### config.mk
export PLATFORM = sky130hd
export DESIGN_NAME = regfile_debug_arbiter
export DESIGN_NICKNAME = d
export VERILOG_FILES = /design/src/rtl/regfile_ctrl_pkg.sv /design/src/rtl/rf_wait_timer.sv /design/src/rtl/regfile_debug_arbiter.sv
export SDC_FILE = /design/constraint.sdc
export NUM_CORES = 1
export LEC_CHECK = 0
export ABC_AREA = 1
export CAP_MARGIN = 0
export CORE_ASPECT_RATIO = 0.75
export CORE_MARGIN = 10
export CORE_UTILIZATION = 30
export CTS_CLUSTER_SIZE = 16
export DETAILED_ROUTE_END_ITERATION = 12
export PLACE_DENSITY_LB_ADDON = 0.2
export SETUP_SLACK_MARGIN = 0.05
export SLEW_MARGIN = 0
export SYNTH_ARGS = -nofsm -noshare
export SYNTH_HDL_FRONTEND = slang
export SYNTH_HIERARCHICAL = 1
export SYNTH_SLANG_ARGS = --single-unit
### constraint.sdc
create_clock -name Clk -period 1.5 [get_ports Clk]
set_input_delay 0.3 -clock Clk [delete_from_list [all_inputs] [get_ports Clk]]
set_output_delay 0.3 -clock Clk [all_outputs]
set_load 0.05 [all_outputs]
### src/rtl/regfile_ctrl_pkg.sv
// Shared types for the register-file debug arbiter: debug command and arbiter state encodings.
// The optional CLEAR command is enabled by defining REGFILE_CLEAR_EN.
package regfile_ctrl_pkg;

    localparam int NUM_REGS_DEF = 8;
    localparam int DATA_W_DEF   = 16;

    typedef enum logic [1:0] {
        READ  = 2'b00,
        WRITE = 2'b01,
        DUMP  = 2'b10,
        CLEAR = 2'b11
    } dbg_cmd_e;

    typedef enum logic [1:0] {
        IDLE,
        WAIT,
        ACCESS,
        SWEEP
    } arb_state_e;

endpackage

### src/rtl/rf_wait_timer.sv
// Saturating wait counter. It bounds how long a pending debug command yields to the CPU.
// hit is high once the count reaches MAX_WAIT.
module rf_wait_timer #(
    parameter int MAX_WAIT = 4
) (
    input  logic clk,
    input  logic rst,
    input  logic clear,
    input  logic inc,
    output logic hit
);

    localparam int CNT_W = (MAX_WAIT > 0) ? $clog2(MAX_WAIT + 1) : 1;
    localparam logic [CNT_W-1:0] LIMIT = CNT_W'(MAX_WAIT);

    logic [CNT_W-1:0] cnt;

    always_ff @(posedge clk or posedge rst) begin
        if (rst) begin
            cnt <= '0;
        end else if (clear) begin
            cnt <= '0;
        end else if (inc && cnt != LIMIT) begin
            cnt <= cnt + 1'b1;
        end
    end

    assign hit = (cnt == LIMIT);

endmodule

### src/rtl/regfile_debug_arbiter.sv
// Shares the register file write port and SR1 read port between the CPU and a debug host.
// Define REGFILE_CLEAR_EN to make CLEAR zero every register; otherwise CLEAR is rejected with dbg_err.
module regfile_debug_arbiter
    import regfile_ctrl_pkg::*;
#(
    parameter  int DATA_W   = DATA_W_DEF,
    parameter  int NUM_REGS = NUM_REGS_DEF,
    parameter  int MAX_WAIT = 4,
    localparam int RIDX_W   = $clog2(NUM_REGS)
) (
    input  logic              Clk,
    input  logic              Reset,
    input  logic              cpu_active,
    input  logic              cpu_ld_reg,
    input  logic [RIDX_W-1:0] cpu_dr,
    input  logic [RIDX_W-1:0] cpu_sr1,
    input  logic [RIDX_W-1:0] cpu_sr2,
    input  logic [DATA_W-1:0] cpu_data,
    output logic              cpu_stall,
    output logic              LD_REG,
    output logic [RIDX_W-1:0] DR,
    output logic [RIDX_W-1:0] SR1,
    output logic [RIDX_W-1:0] SR2,
    output logic [DATA_W-1:0] In,
    input  logic [DATA_W-1:0] rf_sr1_out,
    input  logic              dbg_req,
    input  logic [1:0]        dbg_cmd,
    input  logic [RIDX_W-1:0] dbg_addr,
    input  logic [DATA_W-1:0] dbg_wdata,
    output logic              dbg_busy,
    output logic              dbg_rvalid,
    output logic [RIDX_W-1:0] dbg_ridx,
    output logic [DATA_W-1:0] dbg_rdata,
    output logic              dbg_ack,
    output logic              dbg_err
);

    localparam logic [RIDX_W-1:0] LAST_IDX = RIDX_W'(NUM_REGS - 1);

    arb_state_e        state;
    dbg_cmd_e          cmd;
    logic [RIDX_W-1:0] addr;
    logic [DATA_W-1:0] wdata;
    logic [RIDX_W-1:0] idx;
    logic              grant;
    logic              timer_hit;
    logic              clear_rejected;

    // The port is taken on the cycle after the grant decision, so owning cycles are ACCESS and SWEEP.
    assign grant = (state == WAIT) && (!cpu_active || timer_hit);

`ifdef REGFILE_CLEAR_EN
    assign clear_rejected = 1'b0;
`else
    assign clear_rejected = (dbg_cmd_e'(dbg_cmd) == CLEAR);
`endif

    rf_wait_timer #(
        .MAX_WAIT (MAX_WAIT)
    ) u_wait_timer (
        .clk   (Clk),
        .rst   (Reset),
        .clear (grant),
        .inc   ((state == WAIT) && !grant),
        .hit   (timer_hit)
    );

    always_ff @(posedge Clk or posedge Reset) begin
        if (Reset) begin
            state      <= IDLE;
            cmd        <= READ;
            addr       <= '0;
            wdata      <= '0;
            idx        <= '0;
            dbg_busy   <= 1'b0;
            dbg_rvalid <= 1'b0;
            dbg_ridx   <= '0;
            dbg_rdata  <= '0;
            dbg_ack    <= 1'b0;
            dbg_err    <= 1'b0;
        end else begin
            dbg_rvalid <= 1'b0;
            dbg_ack    <= 1'b0;
            dbg_err    <= 1'b0;
            case (state)
                IDLE: begin
                    if (dbg_req) begin
                        cmd   <= dbg_cmd_e'(dbg_cmd);
                        addr  <= dbg_addr;
                        wdata <= dbg_wdata;
                        if (clear_rejected) begin
                            dbg_ack <= 1'b1;
                            dbg_err <= 1'b1;
                        end else begin
                            dbg_busy <= 1'b1;
                            state    <= WAIT;
                        end
                    end
                end
                WAIT: begin
                    if (grant) begin
                        idx   <= '0;
                        state <= (cmd == READ || cmd == WRITE) ? ACCESS : SWEEP;
                    end
                end
                ACCESS: begin
                    if (cmd == READ) begin
                        dbg_rdata  <= rf_sr1_out;
                        dbg_ridx   <= addr;
                        dbg_rvalid <= 1'b1;
                    end
                    dbg_ack  <= 1'b1;
                    dbg_busy <= 1'b0;
                    state    <= IDLE;
                end
                SWEEP: begin
                    if (cmd == DUMP) begin
                        dbg_rdata  <= rf_sr1_out;
                        dbg_ridx   <= idx;
                        dbg_rvalid <= 1'b1;
                    end
                    // The last register index completes the sweep; idx never wraps.
                    if (idx == LAST_IDX) begin
                        dbg_ack  <= 1'b1;
                        dbg_busy <= 1'b0;
                        state    <= IDLE;
                    end else begin
                        idx <= idx + 1'b1;
                    end
                end
                default: state <= IDLE;
            endcase
        end
    end

    // SR2 always belongs to the CPU; while owning, the CPU write enable is replaced by the debug one.
    always_comb begin
        LD_REG    = cpu_ld_reg;
        DR        = cpu_dr;
        SR1       = cpu_sr1;
        SR2       = cpu_sr2;
        In        = cpu_data;
        cpu_stall = 1'b0;
        if (state == ACCESS) begin
            LD_REG    = (cmd == WRITE);
            DR        = addr;
            SR1       = addr;
            In        = wdata;
            cpu_stall = cpu_active;
        end else if (state == SWEEP) begin
            LD_REG    = (cmd == CLEAR);
            DR        = idx;
            SR1       = idx;
            In        = '0;
            cpu_stall = 1'b1;
        end
    end

endmodule

* After elaboration in Yosys (flattened, before gate mapping)
Index checks and enable logic that the tools add are counted.
Operators by class: bitwise gates (word level) 0, reduce and logical (&&, ||, !) cells 18, equality and inequality tests 17, divide/modulo/power cells 0, order comparisons 0, muxes and demuxes 39, shift operators 0, add/subtract/negate cells 2, multipliers 0
Operators by type and width (number):
- 16-bit 2-to-1 mux | 4
- 16-bit case mux with 2 select lines | 1
- 3-bit 2-to-1 mux | 10
- 1-bit 2-to-1 mux | 14
- 2-bit != test (second input constant) | 7
- 3-bit case mux with 2 select lines | 2
- 2-bit equality test (second input constant) | 5
- 2-bit 2-to-1 mux | 4
- 2-bit case mux with 4 select lines | 1
- 4-bit AND reduction | 2
- 3-bit by 1-bit adder with 3-bit output (second input constant) | 2
- 3-bit equality test (second input constant) | 2
- 1-bit case mux with 3 select lines | 2
- 3-bit AND reduction | 2
- 2-bit nonzero test | 3
- 2-bit by 1-bit equality test with 1-bit output (second input constant) | 2
- 2-bit zero test | 2
- 1-bit logical AND | 3
- 3-bit != test (second input constant) | 1
- 3-bit nonzero test | 1
- 1-bit zero test | 2
- 1-bit logical OR | 2
- 1-bit case mux with 2 select lines | 1
- 2-bit AND reduction | 1
Storage, ports and cells: memory bits (writable) 0, memories kept 0, register bits 52, bits in read-only memories 0, input bits 67, latch bits 0

* Logic depth before layout (Yosys ltp)
Gate-level depths: netlist of run 1.
word-level depth 8, gate-level depth with buffers 12

* Cells and area by module
The synthesis of run 1 kept the hierarchy.
By module, submodules not included:
- regfile_debug_arbiter | instances 1, cells each 300, area an instance 2386.0 um^2, sequential area each 1226.2 um^2
- rf_wait_timer | instances 1, cells each 26, area an instance 188.9 um^2, sequential area each 75.1 um^2

* Least setup slack after synthesis of run 1
Ideal clock, no wire load.
path kind reg2out, start point reg state[1], end point out In[10], stages on the path, launching flop included 5, data arrival time 1.943 ns, buffers on the path 2, slack -0.743 ns, required time 1.200 ns, cells stage by stage dfrtp_1 > buf_2 > nand2_1 > clkbuf_2 > o21ai_0
Between the ends: word-level cells in the longest chain between the ends 3, elaborated cells on any way between the ends 4, classes of those cells 2 x eq/ne; 2 x mux
RTL lines:
- start, declared | line regfile_debug_arbiter.sv:40 | arb_state_e state;
- start signal, assigned | line regfile_debug_arbiter.sv:103 | state <= (cmd == READ || cmd == WRITE) ? ACCESS : SWEEP;
- 2-bit equality test | line regfile_debug_arbiter.sv:150 | end else if (state == SWEEP) begin
- 16-bit 2-to-1 mux | line regfile_debug_arbiter.sv:150
- 16-bit 2-to-1 mux * | line regfile_debug_arbiter.sv:144 | if (state == ACCESS) begin
- end, declared | line regfile_debug_arbiter.sv:24 | output logic [DATA_W-1:0] In,
Mark *: on every way between the ends. The rest lies on a longest branch, timed or not.

* Worst setup path in the final report of run 1
start point reg state[0], end point out In[2]
The elaborated chain is that of the path after synthesis.

==> metrics.cfg, run 1 <==
[placement]
gp_congestion=0.774
placed_cells=547
detailed_placement_hpwl_mm=6.34
port_buffers=110

[sta]
report.final.setup_viol=24
timing.clock.skew_ns=0.00389
worst_hold_slack_ns=0.275
max_slew_headroom_pct=81.1
rsz_0062_raised_after_global_routing=true
timing.final.max_slew_violations=0
timing.final.crit_period_ns=1.70
min_period_over_period_pct=113
tightest_slew_ns=0.281
maxClockFrequency_mhz=588
setup_slack_ns=-0.200
total_count_of_hold_check_failures_in_the_final_report=0

[synth]
synth_simple_gate_area_share_pct=27.9
ys_types=19
netlist_instances=326
synth_compound_gate_area_share_pct=9.14
synthesis.area_mm2=0.00257
synthAdderAreaFrac_pct=1.94
synth.ff_latch_count=52
synthXorXnorAreaFrac_pct=0
synthesis.area_per_instance_um2=7.90
synth_seq_area_share_pct=50.5
syn-num-nets=397
yosys_warnings=6
yosysTopAreaCell=sky130_fd_sc_hd__dfrtp_1
muxShareOfSynthArea_pct=0
post-synth-top-area-fraction_pct=50.5
synth_top_family_by_area=simple AND/OR/NAND/NOR gates
netlist_top_cells_area=sky130_fd_sc_hd__dfrtp_1 (51%), sky130_fd_sc_hd__nand2_1 (18%), sky130_fd_sc_hd__o21ai_0 (8.7%), sky130_fd_sc_hd__inv_1 (5.8%), sky130_fd_sc_hd__nand3_2 (4.3%)

[clocking]
clock_latency_ns=0.28
clkSinkCount=52
cts.root.buffer_cell=sky130_fd_sc_hd__clkbuf_16
cts.reportedPaths.clkPinSlew_ns=0.07
clockBufferDepth=2
clock_tree.htree_level_count=2
clock_tree_from_tritoncts=yes
cts-hold-fix-buffers=0
tritoncts.num_buffers=5

[power_and_ir_drop]
clockPowerShare_pct=9.7
pwr-share-seq_pct=20.7
power_per_cell_area_mw_per_mm2=2390
share_comb_of_total_power_pct=69.6
cellInternalPower_uw=6670
power_switching_share_pct=45.6
ir_worst_vdd_v=0.00151
leak_uw=0.00241
power.net_switching_uw=5600

[detailed_routing]
route.detailed.wl_per_inst_um=15.2
dr.pass1.iters=4
drt-initial-drc-count=116
routed_via_density=4.44
dr_drc_count=0
drtAntennaViolNets=0
detail_route.wirelength_mm=8.60
vias=2508

[final_layout]
area_growth_syn_to_layout_pct=99.2
num_antenna_cells=0
multi_input_logic_area_mm2=0.00138
fill_cells=721
non_filler_cells_final=565
final_nets=528
seq_area_mm2=0.00130
layout-drive-gt1-share_pct=35.4

[worst_setup_path]
regToRegEndpoint=wdata[12]
cp.arrival_ns=1.40
regToRegSetupSlack_ns=0.10
timing.critical_path.from_type=flop
crit_path_end_kind=output port
regToRegStartpoint=state[1]
worst-r2r-cell-count=8
critPathRequiredTime_ns=1.20
critPathMaxFanout=8
timing_worst_setup_path_type=reg2out

[die]
chipWidth_um=127
area_of_the_die_mm2=0.0127
starting_utilization_of_the_core_area_pct=30.6
placementRows=29
pin_count=117
floorplan.die.height_um=100
core_area_mm2=0.00842

[outcome]
run_status=finished with violations
violated_checks=negative setup slack

[global_route]
grt_use_met1_pct=16.6
global_route_wire_length_before_repair_mm=13.3
global_route.overflow_total=0
first_global_vias=2554
antenna_found_initial=0
gr-usage-all-layers_pct=12.7
grt_util_met2_pct=18.2
grt_start_max_net_pins=50
grtUsageMet3_pct=6.79
top_usage_layer=met2

[hold_path]
hold_path_class=in2async

[job]
cap_violations=0

## power by group through the flow
stage | sequential, µW | combinational [µW] | clock [µW]
5_1_grt | 2610 | 9050 | 1280
6_report | 2540 | 8540 | 1190
2_1_floorplan | 3330 | 3300 | 0
4_1_cts | 2540 | 8210 | 1220
3_5_place_dp | 2560 | 7750 | 0
3_3_place_gp | 2540 | 7670 | 0
## per-layer routing
layer  part of all wire, %  vias up
li1                      -     1277
met1                    46     1146
met2                    44       83
met3                    11        2
met4                  0.14        0
met5                     0        -
## layout make-up
class                      instances  area share, %
timing repair buffer             141           38.8
multi-input combinational        215           26.9
sequential                        52           25.4
inverter                          42           3.29
clock buffer                       7           2.98
tap                              108           2.63
## repair_timing
action	in CTS	in global routing
setup buffers	5	2
resized for setup	35	47
hold endpoints to repair	0	0
gates cloned	0	4
pin swaps	7	3
endpoints found under the setup margin	30	70
## sequential cells by signal (all words and copies together) (netlist names)
name and count:
dbg_rdata 16, wdata 16, addr 3, dbg_ridx 3
idx 3, u_wait_timer/cnt 3, cmd 2, state 2
dbg_ack 1, dbg_busy 1, dbg_err 1, dbg_rvalid 1
## worst max-delay path, stage by stage, from the launching register on
cell and delay [ns]:
sky130_fd_sc_hd__dfrtp_1 0.41, sky130_fd_sc_hd__inv_2 0.12, sky130_fd_sc_hd__nand2_8 0.10, sky130_fd_sc_hd__buf_12 0.17
sky130_fd_sc_hd__o21ai_4 0.14, sky130_fd_sc_hd__buf_12 0.15
## stage by stage
step / setup slack [ns] / area (µm²) / total power (µW) / TNS [ns] / util [%]
after floorplan: 0.00755 / 2810 / 6620 / 0 / -
after global placement: 0.0626 / 4590 / 10200 / 0 / 54.6
after detailed placement: -0.000918 / 4590 / 10300 / -0.000918 / 54.6
after CTS: -0.193 / 4930 / 12000 / -4.18 / 58.5
after global routing: -0.254 / 5130 / 12900 / -5.51 / 60.9
final: -0.200 / 5130 / 12300 / -4.24 / 60.9
## logic make-up (layout without fill, tap and decap cells)
logic type / count (synthesis) / count (layout)
AND/OR/NAND/NOR: 164 / 164
AO/OA/AOI/OAI: 47 / 47
adder cells (fa/ha/maj): 4 / 4
flip-flops: 52 / 52
buffers and inverters: 59 / 190
## Yosys cell counts
cell / count
sky130_fd_sc_hd__buf_6: 3
sky130_fd_sc_hd__inv_1: 40
sky130_fd_sc_hd__nand2_1: 123
sky130_fd_sc_hd__ha_1: 4
sky130_fd_sc_hd__a21oi_1: 1
sky130_fd_sc_hd__o21ai_0: 45
sky130_fd_sc_hd__inv_2: 2
sky130_fd_sc_hd__buf_2: 7
sky130_fd_sc_hd__nor2_2: 1
sky130_fd_sc_hd__nand2_2: 2
sky130_fd_sc_hd__dfrtp_1: 52
sky130_fd_sc_hd__buf_4: 4
sky130_fd_sc_hd__o21ai_1: 1
sky130_fd_sc_hd__nand3_1: 12
sky130_fd_sc_hd__clkbuf_1: 2
sky130_fd_sc_hd__nand3_2: 11
sky130_fd_sc_hd__nor2_1: 10
sky130_fd_sc_hd__clkbuf_2: 1
sky130_fd_sc_hd__nand4_1: 5
## placed cells by master, fill, tap and decap left out, types with 3 or more instances in the layout
master	n
sky130_fd_sc_hd__inv_1	32
sky130_fd_sc_hd__o21ai_2	7
sky130_fd_sc_hd__ha_1	3
sky130_fd_sc_hd__nand2_1	100
sky130_fd_sc_hd__buf_4	11
sky130_fd_sc_hd__o21ai_4	17
sky130_fd_sc_hd__buf_6	8
sky130_fd_sc_hd__o21ai_0	12
sky130_fd_sc_hd__nand3_2	11
sky130_fd_sc_hd__clkdlybuf4s50_1	63
sky130_fd_sc_hd__dfrtp_1	51
sky130_fd_sc_hd__buf_12	54
sky130_fd_sc_hd__inv_2	7
sky130_fd_sc_hd__o21ai_1	10
sky130_fd_sc_hd__nand2_2	13
sky130_fd_sc_hd__nand4_1	5
sky130_fd_sc_hd__nand3_1	11
sky130_fd_sc_hd__nor2_1	7
sky130_fd_sc_hd__nand2_4	11
sky130_fd_sc_hd__clkbuf_16	8
## how the worst max path moves through the flow
| stage | slack, ns | end | startpoint | cells past startpoint |
|---|---|---|---|---|
| 2_1_floorplan | 0.008 | In[10] | state[0] | 4 |
| 3_3_place_gp | 0.06 | u_wait_timer/cnt[2] | cpu_active | 8 |
| 3_5_place_dp | -0.0009 | u_wait_timer/cnt[2] | u_wait_timer/cnt[0] | 12 |
| 4_1_cts | -0.19 | In[5] | state[0] | 5 |
| 5_1_grt | -0.25 | LD_REG | state[1] | 6 |
| 6_report | -0.20 | In[2] | state[0] | 5 |
Note: power is estimated with default switching activity, not from simulation.
==> run 2: changes to the inputs <==
clock period = 1.6 ns   (was 1.5 ns; I/O delays follow)
==> metrics.cfg, run 2 (same netlist as run 1, synthesis figures left out) <==
[sta]
rsz_0062_raised_after_global_routing=true  ; unchanged
tightest_slew_ns=0.284  ; was 0.281 ns
setup_slack_ns=-0.106  ; was -0.200 ns
timing.clock.skew_ns=0.00438  ; was 0.00389 ns
timing.final.crit_period_ns=1.71
timing.final.max_slew_violations=0  ; unchanged
report.final.setup_viol=23  ; was 24
total_count_of_hold_check_failures_in_the_final_report=0  ; unchanged
min_period_over_period_pct=107
maxClockFrequency_mhz=586
max_slew_headroom_pct=81.1  ; about the same

[final_layout]
num_antenna_cells=0  ; unchanged
biggestRegsByFlops=dbg_rdata (16), wdata (16)  ; unchanged
seq_area_mm2=0.00130  ; unchanged
area_growth_syn_to_layout_pct=77.6  ; was 99.2%
final_nets=516  ; was 528
fill_cells=764  ; was 721
multi_input_logic_area_mm2=0.00127  ; was 0.00138 mm²
postLayoutCoreUtil_pct=54.3  ; was 60.9%
layout-drive-gt1-share_pct=29.8  ; was 35.4%
final_common_cell=sky130_fd_sc_hd__nand2_1  ; unchanged
top_library_cells_by_usage_in_the_layout_fill_and_taps_aside=sky130_fd_sc_hd__nand2_1 (109), sky130_fd_sc_hd__clkdlybuf4s50_1 (63), sky130_fd_sc_hd__dfrtp_1 (51)  ; was sky130_fd_sc_hd__nand2_1 (100), sky130_fd_sc_hd__clkdlybuf4s50_1 (63), sky130_fd_sc_hd__buf_12 (54)

[detailed_routing]
drtAntennaViolNets=0  ; unchanged
detailroute.wirelength.met3_um=840  ; was 915 µm
route.detailed.wl_per_inst_um=14.9  ; was 15.2 µm
vias=2434  ; was 2,508
maxUsedRoutingLayer=met4  ; unchanged
dr.pass1.iters=5  ; was 4
dr_drc_count=0  ; unchanged
drt-initial-drc-count=92  ; was 116
routedLengthMet1_mm=3.50  ; was 3.92 mm
route.met2.wl_mm=3.89  ; was 3.74 mm
detail_route.wirelength_mm=8.27  ; was 8.60 mm
routed_via_density=4.39  ; was 4.44

[clocking]
cts.reportedPaths.clkPinSlew_ns=0.06  ; was 0.07 ns
clkSinkCount=52  ; unchanged
clock_tree.htree_level_count=2  ; unchanged
cts-hold-fix-buffers=0  ; unchanged
cts.root.buffer_cell=sky130_fd_sc_hd__clkbuf_16  ; unchanged
clock_tree_from_tritoncts=yes  ; unchanged
tritoncts.num_buffers=5  ; unchanged
clock_latency_ns=0.29  ; was 0.28 ns
clockBufferDepth=2  ; unchanged

[die]
pin_count=117  ; unchanged
floorplan.die.height_um=100  ; unchanged
placementRows=29  ; unchanged
chipWidth_um=127  ; unchanged
area_of_the_die_mm2=0.0127  ; unchanged
core_area_mm2=0.00842  ; unchanged
starting_utilization_of_the_core_area_pct=30.6  ; unchanged

[worst_setup_path]
crit_path_end_kind=output port  ; unchanged
worst-r2r-cell-count=6  ; was 8
critPathMaxFanout=7  ; was 8
critPathRequiredTime_ns=1.28  ; was 1.20 ns
regToRegSetupSlack_ns=0.16  ; was 0.10 ns
regToRegStartpoint=state[1]  ; unchanged
timing_worst_setup_path_type=reg2out  ; unchanged
regToRegEndpoint=cmd[1]  ; was wdata[12]
timing.critical_path.from_type=flop  ; unchanged
cp.arrival_ns=1.39  ; was 1.40 ns

[global_route]
first_global_vias=2583  ; was 2,554
grt_start_max_net_pins=50  ; unchanged
global_route.overflow_total=0  ; unchanged
global_route_wire_length_before_repair_mm=13.2  ; was 13.3 mm
antenna_found_initial=0  ; unchanged
gr-usage-all-layers_pct=12.8  ; was 12.7%

[placement]
pre_cts_slack_ns=0.00347  ; was -0.000918 ns
detailed_placement_hpwl_mm=6.16  ; was 6.34 mm
gp_congestion=0.800  ; was 0.774
port_buffers=110  ; unchanged

[hold_path]
hold_path_class=in2async  ; unchanged

[power_and_ir_drop]
leak_uw=0.00222  ; was 0.00241 µW
fin_total_pwr_uw=10200  ; was 12,300 µW
ir_worst_vdd_v=0.00111  ; was 0.00151 V
power_per_cell_area_mw_per_mm2=2220  ; was 2390 mW/mm²

[outcome]
run_status=finished with violations  ; unchanged
violated_checks=negative setup slack  ; unchanged

[job]
cap_violations=0  ; unchanged

-- run 2: cell count changes in the layout (fill, tap and decap cells not counted), sizes merged --
cell	previous run	this run
clkinv	1	0
buf	75	65
clkinvlp	1	0
clkbuf	10	9
inv	40	42
-- run 2: final cells by class --
cell class	instances	area share [%]
timing repair buffer	129	34.0
sequential	52	28.5
multi-input combinational	215	27.9
inverter	42	3.50
clock buffer	8	3.20
tap	108	2.95
-- run 2: how the worst max path moves through the flow --
stage | from | end | slack, ns | cells after the start
global route | state[0] | LD_REG | -0.17 | 6
floorplan | state[1] | In[1] | -0.12 | 5
finish | state[0] | In[11] | -0.11 | 5
detailed placement | u_wait_timer/cnt[0] | u_wait_timer/cnt[2] | 0.003 | 12
global placement | state[0] | DR[0] | 0.04 | 6
CTS | state[0] | LD_REG | -0.11 | 6
-- run 2: worst max-delay path, cell delays in order, from the launching register on --
cell	delay (ns)
sky130_fd_sc_hd__dfrtp_1	0.41
sky130_fd_sc_hd__inv_2	0.09
sky130_fd_sc_hd__nand2_4	0.10
sky130_fd_sc_hd__buf_12	0.18
sky130_fd_sc_hd__o21ai_4	0.16
sky130_fd_sc_hd__buf_12	0.15
-- run 2: per-layer routing --
metal | GRT usage (%) | vias up
li1 | - | 1250
met4 | 3.14 | 0
met1 | 14.2 | 1123
met2 | 21.0 | 57
met3 | 7.16 | 4
met5 | 0 | -
-- run 2: through the flow --
stage	hold slack (ns)	area, µm²	std cells	TNS (ns)
final	0.248	4570	554	-1.85
after global routing	0.260	4570	554	-3.31
after CTS	0.248	4470	550	-2.02
after detailed placement	0.479	4220	539	0
after global placement	0.478	4220	539	0
after floorplan	0.0736	2730	326	-0.417
-- run 2: power by group --
group	internal [µW]	total (µW)	leakage, µW	switching [µW]
clock network	625	1080	0.0000712	455
logic	2740	6820	0.00150	4080
registers	1920	2270	0.000651	345
total	5290	10200	0.00222	4880
-- run 2: timing repair --
action                                  in CTS  in global routing
gates resized for setup                     28                 15
gates cloned                                 0                  1
setup buffers                                3                  3
endpoints found under the setup margin      25                 45
pin swaps                                    4                  2
